$ cat src/rtl/csv_pkg.sv
// rtl/csv_pkg.sv - shared types and ASCII constants for the CSV tokenizer
package csv_pkg;

  typedef enum logic [1:0] {
    K_DATA = 2'd0,
    K_EOF  = 2'd1,
    K_EOR  = 2'd2
  } kind_e;

  // E_NONE keeps err_code at 0 out of reset; only the other codes are ever pulsed.
  typedef enum logic [1:0] {
    E_NONE      = 2'd0,
    E_BAD_QUOTE = 2'd1,
    E_COL_OVF   = 2'd2,
    E_EOS_QUOTE = 2'd3
  } err_e;

  typedef enum logic [2:0] {
    S_FSTART = 3'd0,
    S_UNQ    = 3'd1,
    S_QUOTED = 3'd2,
    S_QSEEN  = 3'd3,
    S_SKIP   = 3'd4,
    S_FLUSH  = 3'd5
  } state_e;

  localparam logic [7:0] LF = 8'h0A;
  localparam logic [7:0] CR = 8'h0D;

endpackage

$ cat src/rtl/csv_tokenizer_ctrl.sv
// rtl/csv_tokenizer_ctrl.sv - byte-stream CSV tokenizer emitting data/field/record beats
// One registered output stage; decode of each accepted byte is purely combinational.
module csv_tokenizer_ctrl
  import csv_pkg::*;
#(
  parameter int         MAX_COLS = 16,
  parameter int         ROW_W    = 16,
  parameter logic [7:0] SEP      = 8'h2C,
  parameter logic [7:0] QUOTE    = 8'h22,
  localparam int        CW       = $clog2(MAX_COLS)
) (
  input  logic             clk,
  input  logic             rst,
  input  logic             in_valid,
  output logic             in_ready,
  input  logic [7:0]       in_data,
  input  logic             in_last,
  output logic             out_valid,
  input  logic             out_ready,
  output kind_e            out_kind,
  output logic [7:0]       out_data,
  output logic [CW-1:0]    out_col,
  output logic [ROW_W-1:0] out_row,
  output logic             err_valid,
  output err_e             err_code
);

  localparam logic [CW-1:0]    COL_MAX = CW'(MAX_COLS - 1);
  localparam logic [CW-1:0]    COL_ONE = CW'(1);
  localparam logic [ROW_W-1:0] ROW_ONE = ROW_W'(1);

  state_e             state_q, state_d;
  logic [CW-1:0]      col_q, col_d;
  logic [ROW_W-1:0]   row_q, row_d;
  logic               out_valid_q, out_valid_d;
  kind_e              out_kind_q, out_kind_d;
  logic [7:0]         out_data_q, out_data_d;
  logic [CW-1:0]      out_col_q, out_col_d;
  logic [ROW_W-1:0]   out_row_q, out_row_d;
  logic               err_valid_q, err_valid_d;
  err_e               err_code_q, err_code_d;

  logic               slot_free;
  logic               accept;
  logic               beat;
  kind_e              beat_kind;
  logic [7:0]         beat_data;

  assign slot_free = !out_valid_q || out_ready;
  assign in_ready  = (state_q != S_FLUSH) && slot_free;
  assign accept    = in_valid && in_ready;

  always_comb begin
    state_d     = state_q;
    col_d       = col_q;
    row_d       = row_q;
    out_valid_d = out_valid_q && !out_ready;
    out_kind_d  = out_kind_q;
    out_data_d  = out_data_q;
    out_col_d   = out_col_q;
    out_row_d   = out_row_q;
    err_valid_d = 1'b0;
    err_code_d  = err_code_q;
    beat        = 1'b0;
    beat_kind   = K_DATA;
    beat_data   = 8'h00;

    if (state_q == S_FLUSH) begin
      if (slot_free) begin
        beat      = 1'b1;
        beat_kind = K_EOR;
        state_d   = S_FSTART;
        col_d     = '0;
        row_d     = '0;
      end
    end else if (accept) begin
      unique case (state_q)
        S_QUOTED: begin
          if (in_data == QUOTE) begin
            state_d = S_QSEEN;
          end else begin
            beat      = 1'b1;
            beat_data = in_data;
          end
        end
        S_SKIP: begin
          if (in_data == LF) begin
            col_d   = '0;
            row_d   = row_q + ROW_ONE;
            state_d = S_FSTART;
          end
        end
        default: begin
          // FSTART, UNQ and QSEEN share the separator/terminator handling.
          if (state_q == S_QSEEN && in_data == QUOTE) begin
            beat      = 1'b1;
            beat_data = QUOTE;
            state_d   = S_QUOTED;
          end else if (state_q == S_FSTART && in_data == QUOTE) begin
            state_d = S_QUOTED;
          end else if (in_data == SEP) begin
            if (col_q == COL_MAX) begin
              err_valid_d = 1'b1;
              err_code_d  = E_COL_OVF;
              state_d     = S_SKIP;
            end else begin
              beat      = 1'b1;
              beat_kind = K_EOF;
              col_d     = col_q + COL_ONE;
              state_d   = S_FSTART;
            end
          end else if (in_data == LF) begin
            if (!(state_q == S_FSTART && col_q == '0)) begin
              beat      = 1'b1;
              beat_kind = K_EOR;
              col_d     = '0;
              row_d     = row_q + ROW_ONE;
            end
            state_d = S_FSTART;
          end else if (in_data == CR) begin
            if (state_q == S_QSEEN) state_d = S_UNQ;
          end else if (state_q == S_QSEEN) begin
            err_valid_d = 1'b1;
            err_code_d  = E_BAD_QUOTE;
            state_d     = S_SKIP;
          end else begin
            beat      = 1'b1;
            beat_data = in_data;
            state_d   = S_UNQ;
          end
        end
      endcase

      // A field still open at end of stream gets a closing EOR via FLUSH.
      if (in_last) begin
        if (state_d == S_UNQ || state_d == S_QSEEN || (state_d == S_FSTART && col_d != '0)) begin
          state_d = S_FLUSH;
        end else begin
          if (state_d == S_QUOTED) begin
            err_valid_d = 1'b1;
            err_code_d  = E_EOS_QUOTE;
          end
          state_d = S_FSTART;
          col_d   = '0;
          row_d   = '0;
        end
      end
    end

    if (beat) begin
      out_valid_d = 1'b1;
      out_kind_d  = beat_kind;
      out_data_d  = beat_data;
      out_col_d   = col_q;
      out_row_d   = row_q;
    end
  end

  always_ff @(posedge clk) begin
    if (rst) begin
      state_q     <= S_FSTART;
      col_q       <= '0;
      row_q       <= '0;
      out_valid_q <= 1'b0;
      out_kind_q  <= K_DATA;
      out_data_q  <= 8'h00;
      out_col_q   <= '0;
      out_row_q   <= '0;
      err_valid_q <= 1'b0;
      err_code_q  <= E_NONE;
    end else begin
      state_q     <= state_d;
      col_q       <= col_d;
      row_q       <= row_d;
      out_valid_q <= out_valid_d;
      out_kind_q  <= out_kind_d;
      out_data_q  <= out_data_d;
      out_col_q   <= out_col_d;
      out_row_q   <= out_row_d;
      err_valid_q <= err_valid_d;
      err_code_q  <= err_code_d;
    end
  end

  assign out_valid = out_valid_q;
  assign out_kind  = out_kind_q;
  assign out_data  = out_data_q;
  assign out_col   = out_col_q;
  assign out_row   = out_row_q;
  assign err_valid = err_valid_q;
  assign err_code  = err_code_q;

endmodule

$ cat config.mk
export PLATFORM = sky130hd
export DESIGN_NAME = csv_tokenizer_ctrl
export DESIGN_NICKNAME = d
export VERILOG_FILES = /design/src/rtl/csv_pkg.sv /design/src/rtl/csv_tokenizer_ctrl.sv
export SDC_FILE = /design/constraint.sdc
export NUM_CORES = 1
export LEC_CHECK = 0
export ABC_AREA = 1
export BUFFER_PORTS_ARGS = -buffer_cell sky130_fd_sc_hd__buf_2
export CAP_MARGIN = 10
export CORE_ASPECT_RATIO = 1.4
export CORE_MARGIN = 2
export CORE_UTILIZATION = 30
export DETAILED_ROUTE_END_ITERATION = 10
export PLACE_DENSITY = 0.54
export SYNTH_ARGS = -nofsm -noshare
export SYNTH_HDL_FRONTEND = slang
export SYNTH_SLANG_ARGS = --single-unit
$ cat constraint.sdc
create_clock -name clk -period 2.9 [get_ports clk]
set_input_delay 0.87 -clock clk [delete_from_list [all_inputs] [get_ports clk]]
set_output_delay 0.87 -clock clk [all_outputs]
set_load 0.02 [all_outputs]
=== Word level (Yosys, flattened, before mapping) ===
Cells that the tools add are included.
W data, S select, Z words.

* Output and inout bits: 35
* Input port bits: 13
* Register bits: 57
* Word-level logic and storage cells: 150

* Multiplexer cells: 101
* Reduce and logical (&&, ||, !) cells: 21
* Add/sub/neg operators: 2
* Bitwise operators: 2
* Eq/ne operators: 14

{| class="wikitable"
|+ Operators by type and width
! kind !! count
|-
| $mux W16 || 11
|-
| $mux W8 || 9
|-
| $mux W4 || 14
|-
| $mux W3 || 17
|-
| $mux W2 || 20
|-
| $pmux W16 S2 || 1
|-
| $mux W1 || 25
|-
| $add A16 B1 Y16 const B || 1
|-
| $eq A8 B4 Y1 const B || 2
|-
| $eq A8 B6 Y1 const B || 2
|-
| $pmux W8 S2 || 1
|-
| $eq A3 B2 Y1 const B || 4
|-
| $pmux W4 S2 || 1
|-
| $logic_and A1 B1 Y1 || 7
|-
| $eq A3 B3 Y1 const B || 2
|-
| $logic_not A3 Y1 || 2
|-
| $pmux W3 S2 || 1
|-
| $add A4 B1 Y4 const B || 1
|-
| $eq A4 B4 Y1 const B || 1
|-
| $logic_not A4 Y1 || 1
|-
| $reduce_and A2 Y1 || 2
|-
| $reduce_bool A4 Y1 || 1
|-
| $eq A3 B1 Y1 const B || 1
|-
| $logic_or A1 B1 Y1 || 3
|-
| other kinds (8) || 10
|}

=== Depth between registers and ports, before layout ===
* Depth in word-level cells: 17
* Gate-level depth with buffers: 17
* Gate-level depth less buffers: 16

=== Least setup slack after synthesis ===
OpenSTA, ideal clock, no wires.

* Path type: input to register
* From: input port in_data[0]
* To: register row_q[12]
* Data arrival time: 2.240 ns
* Cell stages on the path: 12
* Setup slack: 0.589 ns
* Data required time: 2.829 ns
* Buffers on the path: 1
* Library setup time: 0.071 ns
* Path through: inv_1 nand2_1 nor2_1 nand2_2 nand2_1 nand2_2 a21oi_4 buf_4 a21oi_1 a211oi_1 nand2_2 a21oi_2

* Longest elaborated chain between the ends: 16
* Elaborated cells between the ends (all ways): 41
* Those cells by class: eq/ne: 6; mux: 28; reduce/logical: 7

{| class="wikitable"
|+ RTL lines
! what !! line !! RTL
|-
| start, declared || csv_tokenizer_ctrl.sv:16 || <nowiki>input logic [7:0] in_data,</nowiki>
|-
| $eq A8 B4 Y1 || csv_tokenizer_ctrl.sv:120 || <nowiki>end else if (in_data == CR) begin</nowiki>
|-
| $mux W3 || csv_tokenizer_ctrl.sv:120 ||
|-
| $mux W3 || csv_tokenizer_ctrl.sv:112 || <nowiki>end else if (in_data == LF) begin</nowiki>
|-
| $mux W3 || csv_tokenizer_ctrl.sv:101 || <nowiki>end else if (in_data == SEP) begin</nowiki>
|-
| $mux W3 || csv_tokenizer_ctrl.sv:99 || <nowiki>end else if (state_q == S_FSTART && in_data == QUOTE) begin</nowiki>
|-
| $mux W3 || csv_tokenizer_ctrl.sv:95 || <nowiki>if (state_q == S_QSEEN && in_data == QUOTE) begin</nowiki>
|-
| $pmux W3 S2 || csv_tokenizer_ctrl.sv:77 || <nowiki>unique case (state_q)</nowiki>
|-
| $mux W3 || csv_tokenizer_ctrl.sv:76 || <nowiki>end else if (accept) begin</nowiki>
|-
| $mux W3 || csv_tokenizer_ctrl.sv:68 || <nowiki>if (state_q == S_FLUSH) begin</nowiki>
|-
| $eq A3 B1 Y1, or another cell as far along || csv_tokenizer_ctrl.sv:136 || <nowiki>if (state_d == S_UNQ || state_d == S_QSEEN || (state_d == S_FSTART && col_d != '0)) begin</nowiki>
|-
| $logic_or A1 B1 Y1 or $logic_and A1 B1 Y1 (tied branches) || csv_tokenizer_ctrl.sv:136 ||
|-
| $logic_or A1 B1 Y1 || csv_tokenizer_ctrl.sv:136 ||
|-
| $mux W16 || csv_tokenizer_ctrl.sv:136 ||
|-
| $mux W16 * || csv_tokenizer_ctrl.sv:135 || <nowiki>if (in_last) begin</nowiki>
|-
| $mux W16 * || csv_tokenizer_ctrl.sv:76 ||
|-
| $mux W16 * || csv_tokenizer_ctrl.sv:68 ||
|-
| end signal, assigned || csv_tokenizer_ctrl.sv:174 || <nowiki>row_q <= row_d;</nowiki>
|-
| end, declared || csv_tokenizer_ctrl.sv:34 || <nowiki>logic [ROW_W-1:0] row_q, row_d;</nowiki>
|}

Mark *: on every way between the ends. The rest lies on a longest branch, timed or not. The select of a mux whose other input is x is not followed.
A chain may end at the register's enable or synchronous reset.

=== Worst setup path after layout ===
* From: input port in_data[1]
* To: register out_row_q[10], in the netlist out_row[10]

* Longest elaborated chain between the ends: 9
* Elaborated cells between the ends (all ways): 15
* Those cells by class: eq/ne: 4; mux: 9; reduce/logical: 2

{| class="wikitable"
|+ RTL lines
! what !! line !! RTL
|-
| $eq A8 B4 Y1 || csv_tokenizer_ctrl.sv:120 ||
|-
| $mux W1 || csv_tokenizer_ctrl.sv:120 ||
|-
| $mux W1 || csv_tokenizer_ctrl.sv:112 ||
|-
| $mux W1 || csv_tokenizer_ctrl.sv:101 ||
|-
| $mux W1 || csv_tokenizer_ctrl.sv:99 ||
|-
| $mux W1 || csv_tokenizer_ctrl.sv:95 ||
|-
| $pmux W1 S2 * || csv_tokenizer_ctrl.sv:77 ||
|-
| $mux W1 * || csv_tokenizer_ctrl.sv:76 ||
|-
| $mux W1 * || csv_tokenizer_ctrl.sv:68 ||
|-
| end signal, assigned || csv_tokenizer_ctrl.sv:179 || <nowiki>out_row_q <= out_row_d;</nowiki>
|-
| end, declared || csv_tokenizer_ctrl.sv:39 || <nowiki>logic [ROW_W-1:0] out_row_q, out_row_d;</nowiki>
|}

Mark *: on every way between the ends. The rest lies on a longest branch, timed or not.

==> qor.txt <==
status -> complete, no violations
drt wl/cell -> 13.1 µm
ys async rst share -> 0
Post-Synthesis Cells -> 519
startpoint class of the critical path -> primary input
FF+latch count, synth -> 57
Cells after DPL -> 695
CTS tree -> done
Worst R2R Start -> col_q[0]$_SDFFE_PP0P_
critical path type -> primary input to register
Nets -> 581
Initial Utilization -> 0.309
FMAX -> 406 MHz
Core Region -> 10900 µm²
Crit path arrival time -> 2720 ps
Fillers -> 1169
Required @ worst endpoint -> 3160 ps
clk buf depth -> 2
Final Non-Filler Cells -> 710
Post-synth EDFFs -> 0
Clock Sinks -> 57
final setup TNS -> 0 ps
hold path depth -> 2
Worst slew margin -> 0.565
GP Congestion -> 0.868
I/O Pins -> 48
share of cells above drive strength 1 -> 0.250
R2R setup slack -> 570 ps
most common cell after layout, fill and taps aside -> nand2_1
total clock buffers created by CTS -> 9
Fin Clk Skew -> 9.70 ps
Mapped Area -> 3360 µm²
diodes inserted -> 0
Slew Limit Fails -> 0
first-pass GRT wire length -> 15.6 mm
First-pass DRT Iterations -> 4
Post CTS Setup Buffer Count -> 0
Vias/cell -> 4.80
Tot GR Track Use -> 0.164
# rows -> 45
number of nets with antenna violations after routing -> 0
min-delay worst type -> register to register
CP max stage delay -> 330 ps
Synth Net Count -> 535
VDD IR max -> 0.000256 V
register area share after synthesis -> 0.340
fin crit share -> 0.849
min-delay src -> out_kind[0]$_SDFFE_PP0P_
root buffer cell -> clkbuf_16
Final Cell Area -> 4020 µm²
LEAKAGE -> 1.71 nW
Remaining DRCs -> 0
CP endpoint kind -> register
antenna violations before repair -> 0
largest net degree at the start of global routing -> 36
slowest stage cell on the critical path -> inv_2
drt total wl -> 9.33 mm
Tmin final -> 2460 ps
Final Hold Viols -> 0
Worst Tran Pin Value -> 652 ps
initial drt markers -> 138
number of vias in the routed layout -> 3407
prevailing post-synth register cell -> dfxtp_1
PwrDens -> 561 nW/µm²
gr ovfl total -> 0
CP Max Fanout -> 20
RSZ-0062 raised after global routing -> false
hold_buf cts -> 0
port bufs -> 47
synth warn -> 0
Die Ht -> 129 µm
Netlist cell types -> 32
synthesized area per cell -> 6.47 µm²
Reg2Reg Depth -> 12
Hold EP -> out_kind[0]$_SDFFE_PP0P_
dpl hpwl -> 6.73 mm
clk slew on worst S/H paths -> 50 ps
CP startpoint -> in_data[1]
Setup Viol. Count Final -> 0
Die ar. -> 12100 µm²
Die X-Extent -> 93.4 µm
placed cell area -> 3760 µm²
CTS H-tree lvls -> 3
maxcap violations -> 0
post-cts sizing count -> 0
most used cell, CP -> nor2_1
Area Overhead vs Synth -> 19.8%
clock latency on the worst-skew pair -> 330 ps
r2r endpoint -> out_row[10]$_SDFFE_PP0P_
cell chain of the critical path -> buf_2 > inv_1 > nand2_1 > nor2_1 > nand3_1 > inv_1 > nor2_1 > nand3_1 > nand2_1 > nand3_1 > nand2_1 > inv_2 > nor2_1 > nor2_1
number of global-route vias before repair -> 3302
most frequent cells in the layout -> nand2_1, nor2_1, dfxtp_1
==> cell families (layout without fill, tap and decap cells) <==
family,after synthesis,after routing,share of synthesized area
adder cells (fa/ha/maj),3,3,0.0112
AND/OR/NAND/NOR,279,279,0.363
flip-flops,57,57,0.340
buffers and inverters,76,126,0.0958
XOR/XNOR,1,1,0.00261
AO/OA/AOI/OAI,103,103,0.187
==> cells in the mapped netlist, types with 2 or more instances <==
| cell | instances | area [µm²] |
|---|---|---|
| a211oi_1 | 3 | 22.5 |
| a21oi_1 | 32 | 160 |
| a21oi_2 | 20 | 175 |
| a31oi_1 | 2 | 12.5 |
| a41oi_1 | 2 | 17.5 |
| buf_2 | 8 | 40.0 |
| buf_6 | 3 | 33.8 |
| clkbuf_1 | 12 | 45.0 |
| dfxtp_1 | 57 | 1140 |
| ha_1 | 3 | 37.5 |
| inv_1 | 36 | 135 |
| inv_2 | 16 | 60.1 |
| nand2_1 | 108 | 405 |
| nand2_2 | 26 | 163 |
| nand3_1 | 35 | 175 |
| nand4_1 | 4 | 25.0 |
| nor2_1 | 84 | 315 |
| nor2_2 | 3 | 18.8 |
| nor3_1 | 12 | 60.1 |
| nor3_2 | 2 | 20.0 |
| nor4_1 | 2 | 12.5 |
| o21ai_0 | 39 | 195 |
==> critical path: cells and delay by family <==
kind / cells / cell delay (ps)
buf+inv: 4 / 760
simple gates: 10 / 1070
==> area by class of cell <==
cell class,instances,area (µm²),area share
clock buffer,11,243,0.0604
inverter,52,195,0.0486
timing repair buffer,59,350,0.0871
sequential,57,1140,0.284
multi-input combinational,386,1890,0.471
tap,141,176,0.0439
clock inverter,4,20.0,0.00498
==> state kept, by name (all words and copies together), names as in the netlist <==
| register | flops |
|---|---|
| err_code | 2 |
| out_row | 16 |
| row_q | 16 |
| state_q | 3 |
| out_kind | 2 |
| err_valid | 1 |
| out_valid | 1 |
| out_data | 8 |
| col_q | 4 |
| out_col | 4 |
==> through the flow <==
step	hold WS, ps	power [W]	setup WS, ps	util
2_1_floorplan	466	0.00118	589	-
3_3_place_gp	449	0.00132	131	0.346
3_5_place_dp	453	0.00133	76.9	0.346
4_1_cts	462	0.00228	399	0.370
5_1_grt	478	0.00237	118	0.370
6_report	457	0.00225	437	0.370
==> worst max path at each step <==
stage | slack [ps] | cells past startpoint | end
6_report | 440 | 14 | out_row[10]$_SDFFE_PP0P_
5_1_grt | 120 | 14 | out_col[3]$_SDFFE_PP0P_
4_1_cts | 400 | 14 | out_row[10]$_SDFFE_PP0P_
3_5_place_dp | 80 | 14 | out_row[10]$_SDFFE_PP0P_
3_3_place_gp | 130 | 14 | out_col[3]$_SDFFE_PP0P_
2_1_floorplan | 590 | 12 | row_q[12]$_SDFFE_PP0P_
==> where the power goes <==
part | internal, W | switching (W)
Clock | 0.000589 | 0.000363
Sequential | 0.000836 | 0.0000305
Combinational | 0.000140 | 0.000296
==> routing by layer <==
metal  track usage  wire [µm]
met4        0.0640        158
met3        0.0326        317
met2         0.304       4950
met1         0.182       3910
met5             0          0
Note: power is estimated with default switching activity, not from simulation.
